===== config.mk =====
export PLATFORM = sky130hd
export DESIGN_NAME = div_unit_flat
export DESIGN_NICKNAME = d
export VERILOG_FILES = /design/src/rtl/div_pkg.sv /design/src/rtl/div_unit_if.sv /design/src/rtl/div_sign_fix.sv /design/src/rtl/div_unit.sv /design/src/flat_wrapper.sv
export SDC_FILE = /design/constraint.sdc
export NUM_CORES = 1
export LEC_CHECK = 0
export BUFFER_PORTS_ARGS = -buffer_cell sky130_fd_sc_hd__buf_2
export CAP_MARGIN = 20
export CORE_MARGIN = 2
export CORE_UTILIZATION = 60
export DETAILED_ROUTE_END_ITERATION = 7
export PLACE_DENSITY_LB_ADDON = 0.3
export SETUP_SLACK_MARGIN = 0.1
export SYNTH_ARGS = -nofsm -noshare
export SYNTH_HDL_FRONTEND = slang
export SYNTH_SLANG_ARGS = --single-unit

===== constraint.sdc =====
create_clock -name clk_i -period 6 [get_ports clk_i]
set_clock_uncertainty 0.05 [all_clocks]
set_input_delay 1.8 -clock clk_i [delete_from_list [all_inputs] [get_ports clk_i]]
set_output_delay 1.8 -clock clk_i [all_outputs]
set_load 0.005 [all_outputs]

===== src/rtl/div_pkg.sv =====
// Shared types and constants for the iterative radix-2 divider.
// The DIV_ZERO_FAST_EN macro (see div_unit) changes only timing, not anything here.
package div_pkg;

    localparam int DIV_CYCLES = 32;

    typedef logic [5:0] div_cnt_t;

    typedef enum logic [1:0] {
        IDLE = 2'd0,
        CALC = 2'd1,
        DONE = 2'd2
    } div_state_e;

    // Raw encodings used by the state register; they match div_state_e.
    localparam logic [1:0] ST_IDLE = 2'd0;
    localparam logic [1:0] ST_CALC = 2'd1;
    localparam logic [1:0] ST_DONE = 2'd2;

endpackage


===== src/rtl/div_unit_if.sv =====
// EX-stage divider request/result bundle.
// Handshake: start_i is a level request held while the pipeline stalls; ok_o low means
// "division in flight, hold everything"; valid_o pulses for one cycle when quo_o/rem_o are fresh.
interface div_unit_if;

    logic        start_i;
    logic        signed_i;
    logic [31:0] dividend_i;
    logic [31:0] divisor_i;
    logic        flush_i;
    logic        ok_o;
    logic        valid_o;
    logic [31:0] quo_o;
    logic [31:0] rem_o;

    modport master (
        output start_i, signed_i, dividend_i, divisor_i, flush_i,
        input  ok_o, valid_o, quo_o, rem_o
    );

    modport slave (
        input  start_i, signed_i, dividend_i, divisor_i, flush_i,
        output ok_o, valid_o, quo_o, rem_o
    );

endinterface


===== src/rtl/div_sign_fix.sv =====
// Conditional two's-complement negation: absolute value on the operand side,
// sign restoration on the result side.
module div_sign_fix (
    input  logic [31:0] val,
    input  logic        neg,
    output logic [31:0] res
);

    assign res = neg ? (~val + 32'd1) : val;

endmodule


===== src/rtl/div_unit.sv =====
// Iterative 32-bit restoring divider for MIPS DIV/DIVU with IDLE/CALC/DONE FSM.
// Optional macro DIV_ZERO_FAST_EN: a zero divisor skips CALC and finishes in one cycle.
module div_unit
    import div_pkg::*;
(
    input  logic       clk_i,
    input  logic       rst_n_i,
    div_unit_if.slave  bus,
    output div_state_e state_o
);

    logic [1:0]  state;
    div_cnt_t    cnt;
    logic [63:0] part;
    logic [31:0] dvsr;
    logic        q_neg;
    logic        r_neg;
    logic [31:0] quo_q;
    logic [31:0] rem_q;

    logic        accept;
    logic        fast_zero;
    logic        last_step;
    logic        a_neg;
    logic        b_neg;
    logic [31:0] abs_a;
    logic [31:0] abs_b;
    logic [32:0] trial;
    logic [63:0] shifted;
    logic [63:0] step_part;
    logic [31:0] fix_q_in;
    logic [31:0] fix_r_in;
    logic        fix_q_neg;
    logic        fix_r_neg;
    logic [31:0] fix_q;
    logic [31:0] fix_r;

    assign accept    = (state == ST_IDLE) & bus.start_i & ~bus.flush_i;
    assign last_step = (state == ST_CALC) && (cnt == div_cnt_t'(DIV_CYCLES - 1));
    assign a_neg     = bus.signed_i & bus.dividend_i[31];
    assign b_neg     = bus.signed_i & bus.divisor_i[31];

`ifdef DIV_ZERO_FAST_EN
    assign fast_zero = accept & (bus.divisor_i == 32'd0);
`else
    assign fast_zero = 1'b0;
`endif

    div_sign_fix u_abs_a (.val(bus.dividend_i), .neg(a_neg), .res(abs_a));
    div_sign_fix u_abs_b (.val(bus.divisor_i),  .neg(b_neg), .res(abs_b));

    // 33-bit trial keeps the bit shifted out of the upper half, so no wrap on compare.
    assign shifted   = {part[62:0], 1'b0};
    assign trial     = part[63:31] - {1'b0, dvsr};
    assign step_part = trial[32] ? shifted : {trial[31:0], shifted[31:1], 1'b1};

    // A zero divisor yields all-ones quotient magnitude and |dividend| remainder either way.
    assign fix_q_in  = fast_zero ? 32'hFFFF_FFFF : step_part[31:0];
    assign fix_r_in  = fast_zero ? abs_a         : step_part[63:32];
    assign fix_q_neg = fast_zero ? a_neg         : q_neg;
    assign fix_r_neg = fast_zero ? a_neg         : r_neg;

    div_sign_fix u_fix_q (.val(fix_q_in), .neg(fix_q_neg), .res(fix_q));
    div_sign_fix u_fix_r (.val(fix_r_in), .neg(fix_r_neg), .res(fix_r));

    always_ff @(posedge clk_i) begin
        if (!rst_n_i) begin
            state <= ST_IDLE;
            cnt   <= '0;
            part  <= '0;
            dvsr  <= '0;
            q_neg <= 1'b0;
            r_neg <= 1'b0;
            quo_q <= '0;
            rem_q <= '0;
        end else if (bus.flush_i) begin
            state <= ST_IDLE;
            cnt   <= '0;
        end else begin
            case (state)
                ST_IDLE: begin
                    if (bus.start_i) begin
                        part  <= {32'd0, abs_a};
                        dvsr  <= abs_b;
                        q_neg <= a_neg ^ b_neg;
                        r_neg <= a_neg;
                        cnt   <= '0;
                        if (fast_zero) begin
                            state <= ST_DONE;
                            quo_q <= fix_q;
                            rem_q <= fix_r;
                        end else begin
                            state <= ST_CALC;
                        end
                    end
                end
                ST_CALC: begin
                    part <= step_part;
                    cnt  <= cnt + div_cnt_t'(1);
                    if (last_step) begin
                        state <= ST_DONE;
                        quo_q <= fix_q;
                        rem_q <= fix_r;
                    end
                end
                // A start still held here belongs to the finished instruction.
                ST_DONE: state <= ST_IDLE;
                default: state <= ST_IDLE;
            endcase
        end
    end

    assign bus.ok_o    = bus.flush_i | ~(accept | (state == ST_CALC));
    assign bus.valid_o = (state == ST_DONE) & ~bus.flush_i;
    assign bus.quo_o   = quo_q;
    assign bus.rem_o   = rem_q;
    assign state_o     = div_state_e'(state);

endmodule


===== src/flat_wrapper.sv =====
// flat-port wrapper written by rule: the top's interface ports become plain ports
module div_unit_flat import div_pkg::*;
  (clk_i, rst_n_i, state_o, bus_start_i, bus_signed_i, bus_dividend_i, bus_divisor_i, bus_flush_i, bus_ok_o, bus_valid_o, bus_quo_o, bus_rem_o);
  div_unit_if bus_i ();
  input  logic clk_i;
  input  logic rst_n_i;
  output div_state_e state_o;
  input wire logic [$bits(bus_i.start_i)-1:0] bus_start_i;
  input wire logic [$bits(bus_i.signed_i)-1:0] bus_signed_i;
  input wire logic [$bits(bus_i.dividend_i)-1:0] bus_dividend_i;
  input wire logic [$bits(bus_i.divisor_i)-1:0] bus_divisor_i;
  input wire logic [$bits(bus_i.flush_i)-1:0] bus_flush_i;
  output wire logic [$bits(bus_i.ok_o)-1:0] bus_ok_o;
  output wire logic [$bits(bus_i.valid_o)-1:0] bus_valid_o;
  output wire logic [$bits(bus_i.quo_o)-1:0] bus_quo_o;
  output wire logic [$bits(bus_i.rem_o)-1:0] bus_rem_o;
  assign bus_i.start_i = bus_start_i;
  assign bus_i.signed_i = bus_signed_i;
  assign bus_i.dividend_i = bus_dividend_i;
  assign bus_i.divisor_i = bus_divisor_i;
  assign bus_i.flush_i = bus_flush_i;
  assign bus_ok_o = bus_i.ok_o;
  assign bus_valid_o = bus_i.valid_o;
  assign bus_quo_o = bus_i.quo_o;
  assign bus_rem_o = bus_i.rem_o;
  div_unit u_core (.clk_i(clk_i), .rst_n_i(rst_n_i), .bus(bus_i), .state_o(state_o));
endmodule

==> metrics.md <==
| Metric | Value |
|---|---|
| Status | `finished, final reports clean` |
| Number of I/O pins | `137` |
| CTS clk-pin slew, worst paths | `around 0.070 ns` |
| Post-route core utilization | `0.690` |
| Type of the worst setup path | `reg2reg` |
| DP Worst Slack | `around 1.5 ns` |
| Post-CTS setup buffer count | `0` |
| Via density per instance | `around 6.3` |
| TNS Setup | `0 ns` |
| N_diodes | `0` |
| Clock buffer depth | `2` |
| Fraction of registers with async set/reset | `0` |
| Number of buffers created by CTS | `17` |
| CTS resizes | `0` |
| Hold Crit Class | `reg2reg` |
| Leakage Power | `~0.0052 µW` |
| Largest net degree at the start of global routing | `between 80 and 90` |
| Dpl cells | `1854` |
| Area of the mapped netlist | `around 12000 µm²` |
| # H-tree levels | `4` |
| Multiplexer share of the synthesized area | `0.0273` |
| Initial Utilization | `0.617` |
| Synth Area in XOR/XNOR | `0.0934` |
| Crit path DAT | `roughly 5.2 ns` |
| Post-synth EDFFs | `0` |
| Synth unique cells | `87` |
| Fill count | `between 1500 and 2000` |
| All-Layer GR Usage | `0.328` |
| Crit Path Max Fanout | `40` |
| Crit path cell chain | `inv_1 > ha_1 > fa_1 > nor2b_1 > o31a_4 > o21ai_2 > o21ai_2 > a21oi_2 > xnor2_4 > inv_1 > buf_4 > ha_1 > nand2_1 > nor4_1 > nand3_1 > o21a_1 > o31ai_1 > xor2_1 > a211oi_1` |
| Share of cells above drive strength 1 | `0.133` |
| Post-synthesis sequential area ratio | `0.293` |
| Max-slew headroom | `0.337` |
| Power per Cell Area | `roughly 220 nW/µm²` |
| Peak supply drop | `roughly 0.18 mV` |
| Post-route ant nets | `0` |
| Main synth FF type | `dfxtp_1` |
| CTS tree | `done` |
| FP Rows | `50` |
| Grt ovf | `0` |
| Die Area | `roughly 20000 µm²` |
| Final period util | `0.811` |
| Syn Inst Count | `around 1500` |
| FF+latch count, synth | `170` |
| Setup crit start kind | `flop` |
| Layout area overhead | `11.8%` |
| YS warnings | `0` |
| # nets final | `roughly 1700` |
| Cell family with most CP delay | `compound AO/OA/AOI/OAI gates` |
| Routed WL per cell | `17.9 µm` |
| Initial DRC count | `1179` |
| Die W | `143 µm` |
| Crit end category | `flop` |
| Number of max-cap violations | `0` |
| Worst setup slack after layout | `1.14 ns` |
| Core box area | `roughly 19000 µm²` |
| Final std cells w/o fill | `1890` |
| Largest family of logic cells by synthesized area | `compound AO/OA/AOI/OAI gates` |
| First-pass GRT wire length | `around 54000 µm` |
| DP HPWL | `around 25000 µm` |
| Slowest-stage cell, CP | `buf_4` |
| Post-Synth Adder-Cell Area | `0.0416` |
| Endpoints failing setup | `0` |
| Mapped Nets | `around 1700` |
| Post-Syn Area per Cell | `7.50 µm²` |
| Port-buffer cells | `~140` |
| Initial antenna violation count | `0` |
| Max Freq | `about 0.2 GHz` |
| Critical Path RT | `approximately 6.3 ns` |
| Unrepaired setup endpoints after global routing | `false` |
| Hold buffers post-CTS | `0` |
| Final WL | `33800 µm` |
| Endpoints failing hold | `0` |
| Crit-path max cell delay | `0.46 ns` |
| Buf/Inv on CP | `3` |
| Worst slew pin tran | `just under 1 ns` |
| Clock tree root driver cell | `clkbuf_16` |
| RD Place Congestion | `0.976` |
| Hold_ws | `0.403 ns` |
| Vias | `approximately 12000` |
| Simple-gate share of the synthesized area | `0.228` |
| Final Slew Violations | `0` |
| Pre-Repair DR Iteration Count | `6` |
| Worst-Skew Late Latency | `roughly 0.44 ns` |
| Clk sinks | `170` |
| Post-synthesis compound-gate area fraction | `0.263` |
| Vias in the first global route | `10400` |
| DRC viols | `0` |
| Post-layout min period | `4.86 ns` |
| Chip Height | `143 µm` |
## final timing paths
path / from / endpoint / slack (ns) / cells past startpoint
setup / recovery: u_core.part[31]$_SDFFE_PN0P_ / u_core.bus.quo_o[24]$_SDFFE_PN0P_ / 1.14 / 19
hold / removal: u_core.bus.rem_o[7]$_SDFFE_PN0P_ / u_core.bus.rem_o[7]$_SDFFE_PN0P_ / 0.40 / 2
setup reg to reg: u_core.part[31]$_SDFFE_PN0P_ / u_core.bus.quo_o[24]$_SDFFE_PN0P_ / 1.14 / 19
hold reg to reg: u_core.bus.rem_o[7]$_SDFFE_PN0P_ / u_core.bus.rem_o[7]$_SDFFE_PN0P_ / 0.40 / 2
## cells in the mapped netlist, types with 3 or more instances
master | instances | area, µm²
a2111oi_0 | 3 | 26.3
a211o_1 | 3 | 26.3
a211oi_1 | 87 | 653
a211oi_2 | 3 | 37.5
a21o_1 | 12 | 90.1
a21oi_1 | 135 | 676
a22oi_1 | 5 | 37.5
a311oi_1 | 5 | 43.8
a31oi_1 | 12 | 75.1
and2_1 | 12 | 75.1
and3_1 | 16 | 100
and4_1 | 3 | 26.3
buf_1 | 5 | 18.8
buf_2 | 16 | 80.1
clkbuf_1 | 74 | 278
dfxtp_1 | 170 | 3400
ha_1 | 37 | 463
inv_1 | 58 | 218
mux2_2 | 5 | 56.3
mux2i_1 | 26 | 260
nand2_1 | 143 | 537
nand2b_1 | 7 | 43.8
nand3_1 | 34 | 170
nand3b_1 | 3 | 22.5
nand4_1 | 20 | 125
nor2_1 | 205 | 769
nor2b_1 | 8 | 50.1
nor3_1 | 38 | 190
nor3b_1 | 3 | 22.5
nor4_1 | 10 | 62.6
o211ai_1 | 13 | 97.6
o21a_1 | 6 | 45.0
o21ai_0 | 92 | 460
o21ai_1 | 5 | 25.0
o21ai_2 | 3 | 26.3
o21bai_1 | 4 | 30.0
o311ai_0 | 3 | 26.3
o31a_1 | 4 | 35.0
o31ai_1 | 26 | 195
o41ai_1 | 13 | 114
or2_2 | 6 | 37.5
or3_1 | 26 | 163
or4_1 | 14 | 105
xnor2_1 | 58 | 508
xor2_1 | 64 | 561
## power breakdown
group	total [µW]	internal (µW)	switching, µW
logic	573	210	363
registers	1200	1160	41.3
clock network	1130	597	537
## metal layers
| layer | vias up | global-route usage | routed length [µm] |
|---|---|---|---|
| met1 | 5522 | 0.482 | 15200 |
| li1 | 5733 | - | - |
| met3 | 74 | 0.0526 | 3260 |
| met2 | 554 | 0.487 | 14500 |
| met4 | 0 | 0.106 | 851 |
| met5 | - | 0 | 0 |
## cell type report
| cell class | count | area [µm²] | share of cell area |
|---|---|---|---|
| Timing Repair Buffer | 148 | 812 | 0.0625 |
| Inverter | 59 | 223 | 0.0171 |
| Tap cell | 260 | 325 | 0.0250 |
| Clock buffer | 17 | 425 | 0.0328 |
| Sequential cell | 170 | 3400 | 0.262 |
| Multi-Input combinational cell | 1221 | 7620 | 0.587 |
| Clock inverter | 15 | 180 | 0.0139 |
## tightest hold or removal path, cell delays in order (launching register included)
cell and delay, ns:
dfxtp_1 0.31, nand2_1 0.05, a21oi_1 0.05
## flip-flops by register name, summed over array words and instances (netlist names)
register          count
u_core.bus.rem_o     32
u_core.state_o        2
u_core.fix_q_neg      1
u_core.bus.quo_o     32
u_core.cnt            6
u_core.fix_r_neg      1
u_core.dvsr          32
u_core.part          64
## metrics by stage
stage	total power (µW)	instance area [µm²]
3_3_place_gp	1760	12300
2_1_floorplan	1620	11600
3_5_place_dp	1770	12300
5_1_grt	3010	13000
4_1_cts	2880	12900
6_report	2910	13000
## kinds of logic after synthesis
kind of cell	after synthesis
adder cells (fa/ha/maj)	38
flip-flops	170
XOR/XNOR	123
AO/OA/AOI/OAI	467
AND/OR/NAND/NOR	562
multiplexers	31
buffers and inverters	157
## cells in the final DEF, fill, tap and decap left out, drive strengths merged, types with 4 or more instances in the layout
| cell type | Yosys | final |
|---|---|---|
| a21oi | 138 | 138 |
| a22oi | 5 | 5 |
| o311ai | 5 | 5 |
| nand4 | 20 | 20 |
| inv | 59 | 64 |
| a31oi | 12 | 12 |
| o31ai | 26 | 26 |
| xnor2 | 59 | 59 |
| a21boi | 4 | 4 |
| clkinv | 0 | 8 |
| mux2i | 26 | 26 |
| a2111oi | 5 | 5 |
| or3 | 26 | 26 |
| and3 | 16 | 16 |
| nand3 | 34 | 34 |
| o31a | 5 | 5 |
| ha | 37 | 37 |
| a21o | 12 | 12 |
| nor2 | 205 | 205 |
| nor4 | 11 | 11 |
| buf | 24 | 147 |
| mux2 | 5 | 5 |
| clkbuf | 74 | 17 |
| o211ai | 13 | 13 |
| nor2b | 8 | 8 |
| xor2 | 64 | 64 |
| dfxtp | 170 | 170 |
| o21a | 6 | 6 |
| or2 | 7 | 7 |
| or4 | 14 | 14 |
| o21bai | 4 | 4 |
| and2 | 13 | 13 |
| o41ai | 13 | 13 |
| a211oi | 90 | 90 |
| a311oi | 5 | 5 |
| nand2 | 144 | 144 |
| o21ai | 100 | 100 |
| nor3 | 39 | 39 |
| nand2b | 7 | 7 |
(Power assumes the default switching activity.)
